===== config.mk =====
export PLATFORM = sky130hd
export DESIGN_NAME = swi_event_capture_flat
export DESIGN_NICKNAME = d
export VERILOG_FILES = /design/src/rtl/swi_pkg.sv /design/src/rtl/swi_event_capture_if.sv /design/src/rtl/swi_debounce_bit.sv /design/src/rtl/swi_event_capture.sv /design/src/flat_wrapper.sv
export SDC_FILE = /design/constraint.sdc
export NUM_CORES = 1
export LEC_CHECK = 0
export ABC_CLOCK_PERIOD_IN_PS = 3350
export CAP_MARGIN = 20
export CORE_ASPECT_RATIO = 1.5
export CORE_MARGIN = 2
export CORE_UTILIZATION = 45
export DETAILED_ROUTE_END_ITERATION = 16
export PLACE_DENSITY_LB_ADDON = 0.1
export SKIP_LAST_GASP = 1
export SYNTH_ARGS = -nofsm -noshare
export SYNTH_HDL_FRONTEND = slang
export SYNTH_SLANG_ARGS = --single-unit

===== constraint.sdc =====
create_clock -name clk_2 -period 3.35 [get_ports clk_2]
set_input_delay 0.5025 -clock clk_2 [delete_from_list [all_inputs] [get_ports clk_2]]
set_output_delay 0.5025 -clock clk_2 [all_outputs]
set_load 0.02 [all_outputs]

===== src/rtl/swi_pkg.sv =====
// Shared constants and event record layout for the switch event capture slice.
package swi_pkg;

  localparam int unsigned NBITS_TOP = 8;
  localparam int unsigned IDX_W     = $clog2(NBITS_TOP);

  typedef struct packed {
    logic             dir;
    logic [IDX_W-1:0] idx;
  } swi_ev_t;

endpackage


===== src/rtl/swi_event_capture_if.sv =====
// Valid/ready event queue port: {dir, idx} records flowing from capture to consumer.
interface swi_event_capture_if #(
  parameter int unsigned NBITS = swi_pkg::NBITS_TOP
);

  logic                   EV_VALID;
  logic [$clog2(NBITS):0] EV_DATA;
  logic                   EV_READY;

  modport master (
    output EV_VALID,
    output EV_DATA,
    input  EV_READY
  );

  modport slave (
    input  EV_VALID,
    input  EV_DATA,
    output EV_READY
  );

endinterface


===== src/rtl/swi_debounce_bit.sv =====
// One switch bit: two-flop synchronizer, debounce counter and stable/rise/fall registers.
module swi_debounce_bit #(
  parameter int unsigned DEB_CYCLES = 4
) (
  input  logic clk_2,
  input  logic rst_n,
  input  logic swi,
  output logic stable,
  output logic rise,
  output logic fall,
  output logic chg,
  output logic chg_dir
);

  localparam int unsigned CW = $clog2(DEB_CYCLES);

  logic          sync1;
  logic          sync2;
  logic [CW-1:0] cnt;
  logic          differ;

  assign differ  = sync2 ^ stable;
  // chg marks the edge on which stable takes the new value; the pending stage keys off it
  assign chg     = differ && (cnt == CW'(DEB_CYCLES - 1));
  assign chg_dir = sync2;

  always_ff @(posedge clk_2 or negedge rst_n) begin
    if (!rst_n) begin
      sync1  <= 1'b0;
      sync2  <= 1'b0;
      stable <= 1'b0;
      rise   <= 1'b0;
      fall   <= 1'b0;
      cnt    <= '0;
    end else begin
      sync1 <= swi;
      sync2 <= sync1;
      rise  <= chg & sync2;
      fall  <= chg & ~sync2;
      if (chg) begin
        stable <= sync2;
        cnt    <= '0;
      end else if (differ) begin
        cnt <= cnt + 1'b1;
      end else begin
        cnt <= '0;
      end
    end
  end

endmodule


===== src/rtl/swi_event_capture.sv =====
// Debounces the SWI bank and queues one {dir, idx} event per debounced transition.
module swi_event_capture import swi_pkg::*; #(
  parameter int unsigned NBITS      = NBITS_TOP,
  parameter int unsigned DEB_CYCLES = 4,
  parameter int unsigned FIFO_DEPTH = 4
) (
  input  logic                  clk_2,
  input  logic                  rst_n,
  input  logic [NBITS-1:0]      SWI,
  output logic [NBITS-1:0]      SWI_STABLE,
  output logic [NBITS-1:0]      RISE,
  output logic [NBITS-1:0]      FALL,
  swi_event_capture_if.master   ev,
  output logic                  EV_OVERFLOW,
  input  logic                  OVF_CLR
);

  localparam int unsigned IW   = $clog2(NBITS);
  localparam int unsigned PW   = $clog2(FIFO_DEPTH);
  localparam int unsigned CNTW = PW + 1;

  typedef struct packed {
    logic          dir;
    logic [IW-1:0] idx;
  } ev_t;

  logic [NBITS-1:0] chg;
  logic [NBITS-1:0] chg_dir;
  logic [NBITS-1:0] pend;
  logic [NBITS-1:0] pdir;
  logic [NBITS-1:0] push_mask;
  logic [IW-1:0]    push_idx;
  logic             push;
  logic             pop;
  logic             ovf_set;

  ev_t              mem [FIFO_DEPTH];
  logic [PW-1:0]    rd_ptr;
  logic [PW-1:0]    wr_ptr;
  logic [CNTW-1:0]  count;

  for (genvar gi = 0; gi < NBITS; gi++) begin : g_bit
    swi_debounce_bit #(
      .DEB_CYCLES (DEB_CYCLES)
    ) u_deb (
      .clk_2   (clk_2),
      .rst_n   (rst_n),
      .swi     (SWI[gi]),
      .stable  (SWI_STABLE[gi]),
      .rise    (RISE[gi]),
      .fall    (FALL[gi]),
      .chg     (chg[gi]),
      .chg_dir (chg_dir[gi])
    );
  end

  // Downward scan so the lowest pending index is the last one written
  always_comb begin
    push_idx = '0;
    for (int unsigned i = NBITS; i > 0; i--) begin
      if (pend[i-1]) push_idx = IW'(i - 1);
    end
  end

  assign pop  = ev.EV_VALID && ev.EV_READY;
  assign push = (|pend) && ((count != CNTW'(FIFO_DEPTH)) || pop);

  always_comb begin
    push_mask = '0;
    if (push) push_mask[push_idx] = 1'b1;
  end

  // A change lands on an occupied pending slot unless that slot drains on the same edge
  assign ovf_set = |(chg & pend & ~push_mask);

  assign ev.EV_VALID = (count != '0);
  assign ev.EV_DATA  = ev.EV_VALID ? mem[rd_ptr] : '0;

  always_ff @(posedge clk_2 or negedge rst_n) begin
    if (!rst_n) begin
      pend        <= '0;
      pdir        <= '0;
      rd_ptr      <= '0;
      wr_ptr      <= '0;
      count       <= '0;
      EV_OVERFLOW <= 1'b0;
    end else begin
      pend <= (pend & ~push_mask) | chg;
      pdir <= (pdir & ~chg) | (chg_dir & chg);
      if (push) wr_ptr <= wr_ptr + 1'b1;
      if (pop)  rd_ptr <= rd_ptr + 1'b1;
      if (push && !pop) begin
        count <= count + 1'b1;
      end else if (pop && !push) begin
        count <= count - 1'b1;
      end
      if (ovf_set) begin
        EV_OVERFLOW <= 1'b1;
      end else if (OVF_CLR) begin
        EV_OVERFLOW <= 1'b0;
      end
    end
  end

  always_ff @(posedge clk_2) begin
    if (push) mem[wr_ptr] <= ev_t'{dir: pdir[push_idx], idx: push_idx};
  end

endmodule


===== src/flat_wrapper.sv =====
// flat-port wrapper written by rule: the top's interface ports become plain ports
module swi_event_capture_flat import swi_pkg::*;
#(
  parameter int unsigned NBITS      = NBITS_TOP,
  parameter int unsigned DEB_CYCLES = 4,
  parameter int unsigned FIFO_DEPTH = 4
)
  (clk_2, rst_n, SWI, SWI_STABLE, RISE, FALL, EV_OVERFLOW, OVF_CLR, ev_EV_VALID, ev_EV_DATA, ev_EV_READY);
  swi_event_capture_if #(.NBITS(NBITS)) ev_i ();
  input  logic clk_2;
  input  logic rst_n;
  input  logic [NBITS-1:0] SWI;
  output logic [NBITS-1:0] SWI_STABLE;
  output logic [NBITS-1:0] RISE;
  output logic [NBITS-1:0] FALL;
  output logic EV_OVERFLOW;
  input  logic OVF_CLR;
  output wire logic [$bits(ev_i.EV_VALID)-1:0] ev_EV_VALID;
  output wire logic [$bits(ev_i.EV_DATA)-1:0] ev_EV_DATA;
  input wire logic [$bits(ev_i.EV_READY)-1:0] ev_EV_READY;
  assign ev_EV_VALID = ev_i.EV_VALID;
  assign ev_EV_DATA = ev_i.EV_DATA;
  assign ev_i.EV_READY = ev_EV_READY;
  swi_event_capture #(.NBITS(NBITS), .DEB_CYCLES(DEB_CYCLES), .FIFO_DEPTH(FIFO_DEPTH)) u_core (.clk_2(clk_2), .rst_n(rst_n), .SWI(SWI), .SWI_STABLE(SWI_STABLE), .RISE(RISE), .FALL(FALL), .ev(ev_i), .EV_OVERFLOW(EV_OVERFLOW), .OVF_CLR(OVF_CLR));
endmodule

Yosys cells after proc, flatten, opt, wreduce, memory -nomap -nowiden
Memory sizes are Yosys's and may differ from the RTL's.
Cells that the tools add are included.
- flip-flop bits (word level): 80
- bits in writable memories: 16
- output and inout port bits: 30
- memories: 1
- add/sub/neg operators: 12
- magnitude comparators: 2
- eq/ne operators: 9
- muxes and demuxes: 36
- bitwise gates (word level): 41
- reductions and logical operators: 21
- memories (memory ; words ; width ; rd ports ; clocked after Yosys merged registers in ; write ports ; RTL line ; text):
    u_core.mem ; 4 ; 4 ; 1 ; 0 ; 1 ; swi_event_capture.sv:37 ; ev_t mem [FIFO_DEPTH];
- operators by type and width (cell ; count):
    $and 8x8->8 ; 5
    $mux 2 ; 16
    $mux 3 ; 10
    $add 2x1->2 const B ; 10
    $and 1x1->1 ; 16
    $eq 2x2->1 const B ; 8
    $not 8->8 ; 2
    $or 8x8->8 ; 2
    $reduce_or 8->1 ; 2
    $logic_and 1x1->1 ; 13
    $mux 8 ; 1
    $not 1->1 ; 8
    $xor 1x1->1 ; 8
    $mux 1 ; 6
    $lt 3x4->1 const B ; 1
    $mux 4 ; 1
    $reduce_bool 2->1 ; 2
    $add 3x1->3 const B ; 1
    $bmux 1 s3 ; 1
    $demux 1 s3 ; 1
    $ge 3x1->1 const B ; 1
    $ne 3x3->1 const B ; 1
    $reduce_bool 3->1 ; 1
    $sub 3x1->3 const B ; 1
    2 further kinds ; 3

Longest topological paths before layout
- depth after elaboration: 17
- mapped depth: 9
- depth with buffers taken out: 8

Cells and area by module
A second synthesis with hierarchy kept.
- cells, all modules: 293
- area, all modules: 3923.8 um2
- by module, submodules not included (module ; instances ; cells an instance ; area each (um2)):
    swi_event_capture ; 1 ; 157 ; 1971.9
    swi_debounce_bit ; 8 ; 17 ; 244.0

Worst setup path after synthesis
No wires, ideal clock.
- path kind: input port to flip-flop
- from: input ev_EV_READY
- to: register u_core.count[1]
- library setup time: 125 ps
- arrival time: 2513 ps
- setup slack: 712 ps
- stages: 6
- buffers on the path: 0
- cell sequence: nor4b_1 -> a31oi_1 -> ha_1 -> inv_1 -> fa_1 -> mux2_2
- cells in the longest elaborated chain, start to end: 6
- elaborated cells between the ends (all ways): 9
- those cells by class: mux: 1; reduce/logical: 8
- ends and longest elaborated chain (element ; RTL line ; text):
    from (decl) ; flat_wrapper.sv:20 ; input wire logic [$bits(ev_i.EV_READY)-1:0] ev_EV_READY;
    $logic_and 1x1->1 (*) ; swi_event_capture.sv:65 ; assign pop = ev.EV_VALID && ev.EV_READY;
    $logic_or 1x1->1 (*) ; swi_event_capture.sv:66 ; assign push = (|pend) && ((count != CNTW'(FIFO_DEPTH)) || pop);
    $logic_and 1x1->1 (*) ; swi_event_capture.sv:66 ;
    net u_core.push ; swi_event_capture.sv:33 ; logic push;
    $logic_not 1->1 ; swi_event_capture.sv:94 ; end else if (pop && !push) begin
    $logic_and 1x1->1 ; swi_event_capture.sv:94 ;
    $reduce_bool 2->1 (no line) ; -- ;
    to (signal assigned) ; swi_event_capture.sv:93 ; count <= count + 1'b1;
    to (signal assigned) ; swi_event_capture.sv:95 ; count <= count - 1'b1;
    to (decl) ; swi_event_capture.sv:40 ; logic [CNTW-1:0] count;
The timed path passes the listed nets; every way through them passes the cells marked *.
A chain may end at the register's enable or synchronous reset.

Worst setup path after layout
- from: register u_core.rd_ptr[0]
- to: output ev_EV_DATA[3]
- cells in the longest elaborated chain, start to end: 2
- ends and longest elaborated chain (element ; RTL line ; text):
    from (decl) ; swi_event_capture.sv:38 ; logic [PW-1:0] rd_ptr;
    from (signal assigned) ; swi_event_capture.sv:91 ; if (pop) rd_ptr <= rd_ptr + 1'b1;
    $mem_v2 4x4 ; -- ;
    $mux 4 ; swi_event_capture.sv:77 ; assign ev.EV_DATA = ev.EV_VALID ? mem[rd_ptr] : '0;
    to (decl) ; flat_wrapper.sv:19 ; output wire logic [$bits(ev_i.EV_DATA)-1:0] ev_EV_DATA;
Every way passes these cells.

==> impl_results.md <==
- Gpl congestion: 0.790
- Worst Setup Path Type: register to primary output
- Net switching fraction of the power: 32.4%
- Inserted Clock Buffers: 9
- Logic pwr share: 33.6%
- Crit path DAT: 2.10 ns
- Clock Power Share: 24.1%
- Post-route ant nets: 0
- Most common cell after layout, fill and taps aside: dfrtp_1
- EDFF count, synth: 16
- Share of cells above drive strength 1: 9.87%
- Setup tns final: 0 ns
- Hold Buf Count CTS: 0
- Cell taking the most area after synthesis: dfrtp_1
- Post-CTS sizing: 0
- Die height: 115 um
- Antenna Cells: 0
- Final core area utilization: 54.5%
- Count of input and output buffers: 41
- Drt first pass iters: 4
- Layout Skew: 0.00434 ns
- Reg2reg path depth: 6
- CTS root buffer: clkbuf_16
- VDD IR max: 455 uV
- Reg power frac: 42.3%
- Placed Cells: 403
- Max-slew violation count: 0
- Pint: 0.00261 W
- Mean Syn Cell Area: 13.2 um^2
- Non-filler cells, final: 419
- Vias in the first global route: 2,098
- Total of max-cap violations: 0
- Top_reg_cell synth: dfrtp_1
- Power Density: 890 nW/um^2
- Synthesis warning total: 0
- 1st-iter DRT viols: 66
- Endpoints failing hold: 0
- Vias post-DR: 2,093
- Ranking of synthesized cells by area: dfrtp_1, edfxtp_1, buf_4
- Max Freq: 384 MHz
- Post-synthesis cell type count: 45
- Ys async rst share: 81.8%
- Initial Utilization: 46.3%
- H-tree depth: 3
- Reg2reg end: u_core.count[1]
- Layout area overhead: 17.8%
- Final nets: 335
- Avg Vias per Cell: 5.00
- Synth top area share: 48.9%
- Clock transition at the registers of the reported paths: 0.06 ns
- CP max FO: 6
- Worst-Skew Late Latency: 0.34 ns
- Final setup vio count: 0
- Status: finished, final reports clean
- Final WL: 5930 um
- DR WL/cell: 14.2 um
- Largest net degree at the start of global routing: 31
- Worst-Margin Slew: 0.649 ns
- Die Width: 77.9 um
- Commonest cells after routing, fill and taps aside: dfrtp_1, clkdlybuf4s50_1, nand2_1, edfxtp_1, nor3b_1
- Sink Count: 88
- Synth Net Count: 306
- Synth Instances: 280
- Worst R2R Start: u_core.pend[4]
- Sw Pwr: 0.00125 W
- Slew margin rel.: 56.8%
- RSZ-0062 raised after global routing: false
- Final cycle utilization of the critical path: 77.7%
- Tot GR Track Use: 15.0%
- Startpoint types: register
- Setup bufs post-CTS: 0
- Ports: 42
- Core area: 7960 um^2
- Hold WS: 0.189 ns
- Flop2flop setup slack: 1.01 ns
- Crit path capture type: primary output
- Die area: 8940 um^2
- Grt total ovfl: 0
- HPWL after DPL: 4410 um
- Hold Path Class: input pin to async pin
- Mapped cell area: 3680 um^2
- Antenna violations before repair: 0
- DRC errors left: 0
- Leak: 1.93 nW
- Worst-case clock buffer depth: 2
- Worst EP required: 2.85 ns
- FF+latch count, synth: 88
- Period minus WS final: 2.60 ns
- Sequential element share of the synthesized area: 62.0%
- First-pass GRT wire length: 10,100 um
- Num rows: 40
- Design Power: 0.00386 W
- TritonCTS clock tree: done
metrics by stage:
stage / setup slack [ns] / area (um^2)
final: 0.748 / 4340
after global routing: 0.634 / 4340
after CTS: 0.695 / 4340
after detailed placement: 0.684 / 4060
after global placement: 0.751 / 4060
after floorplan: 0.712 / 3680
synth_stat cells (2+ instances only):
master / number
dfrtp_1: 72
buf_4: 24
edfxtp_1: 16
nand2_1: 16
nor3b_1: 14
ha_1: 13
nor2_1: 12
xnor2_1: 11
nor3_1: 10
o21ai_0: 10
inv_1: 9
and2_1: 8
and3b_1: 7
nand2b_1: 6
mux2_2: 5
and3_1: 4
mux4_2: 4
xor2_1: 4
a21boi_0: 3
a21o_1: 2
a31oi_1: 2
clkbuf_1: 2
nand3_1: 2
nor2b_1: 2
o221ai_1: 2
area by class of cell:
cell class	count	area (um^2)
well taps	105	131
multi-input cells	156	1170
inverters	9	33.8
flip-flops and latches	88	2280
repair buffers	45	435
clock inverters	5	28.8
clock buffers	11	254
fillers	679	3620
sequential cells by signal, summed over array words and instances, names as in the netlist, named ones only:
signal	count
u_core.EV_OVERFLOW	1
u_core.count	3
u_core.g_bit.u_deb.chg_dir	8
u_core.g_bit.u_deb.cnt	16
u_core.g_bit.u_deb.fall	8
u_core.g_bit.u_deb.rise	8
u_core.g_bit.u_deb.stable	2
u_core.g_bit.u_deb.sync1	8
u_core.mem	16
u_core.pend	8
u_core.rd_ptr	2
u_core.wr_ptr	2
cell families after synthesis:
family	count (synthesis)	share of synthesized area, %
simple gates	89	14.0
mux	9	3.98
buf+inv	36	6.15
fa+ha+maj	14	4.96
compound gates	29	5.37
flops	88	62.0
xor+xnor	15	3.57
worst max path at each step:
stage | startpoint | end | cells after the start
floorplan | ev_EV_READY | u_core.count[1] | 6
global placement | ev_EV_READY | u_core.count[2] | 10
detailed placement | ev_EV_READY | u_core.count[2] | 10
CTS | u_core.rd_ptr[0] | ev_EV_DATA[3] | 3
global route | u_core.rd_ptr[0] | ev_EV_DATA[2] | 3
finish | u_core.rd_ptr[0] | ev_EV_DATA[3] | 3
power groups by stage:
stage | logic [W] | registers, W | clock network [W]
floorplan | 0.00101 | 0.00158 | 0
global placement | 0.00130 | 0.00165 | 0
detailed placement | 0.00132 | 0.00166 | 0
CTS | 0.00132 | 0.00164 | 0.000957
global route | 0.00146 | 0.00167 | 0.00101
finish | 0.00130 | 0.00163 | 0.000931
critical path, cell delays in order (launching register included):
cell	delay (ns)
dfrtp_1	0.54
mux4_2	0.54
and2_1	0.16
clkdlybuf4s50_1	0.52
per-layer routing:
layer / up-vias / track usage (%) / routed length, um
li1: 1016 / - / -
met1: 1039 / 17.2 / 2420
met2: 32 / 25.5 / 3220
met3: 6 / 5.18 / 183
met4: 0 / 6.43 / 110
met5: - / 0 / 0
No activity file was read; power rests on OpenSTA's default activity.
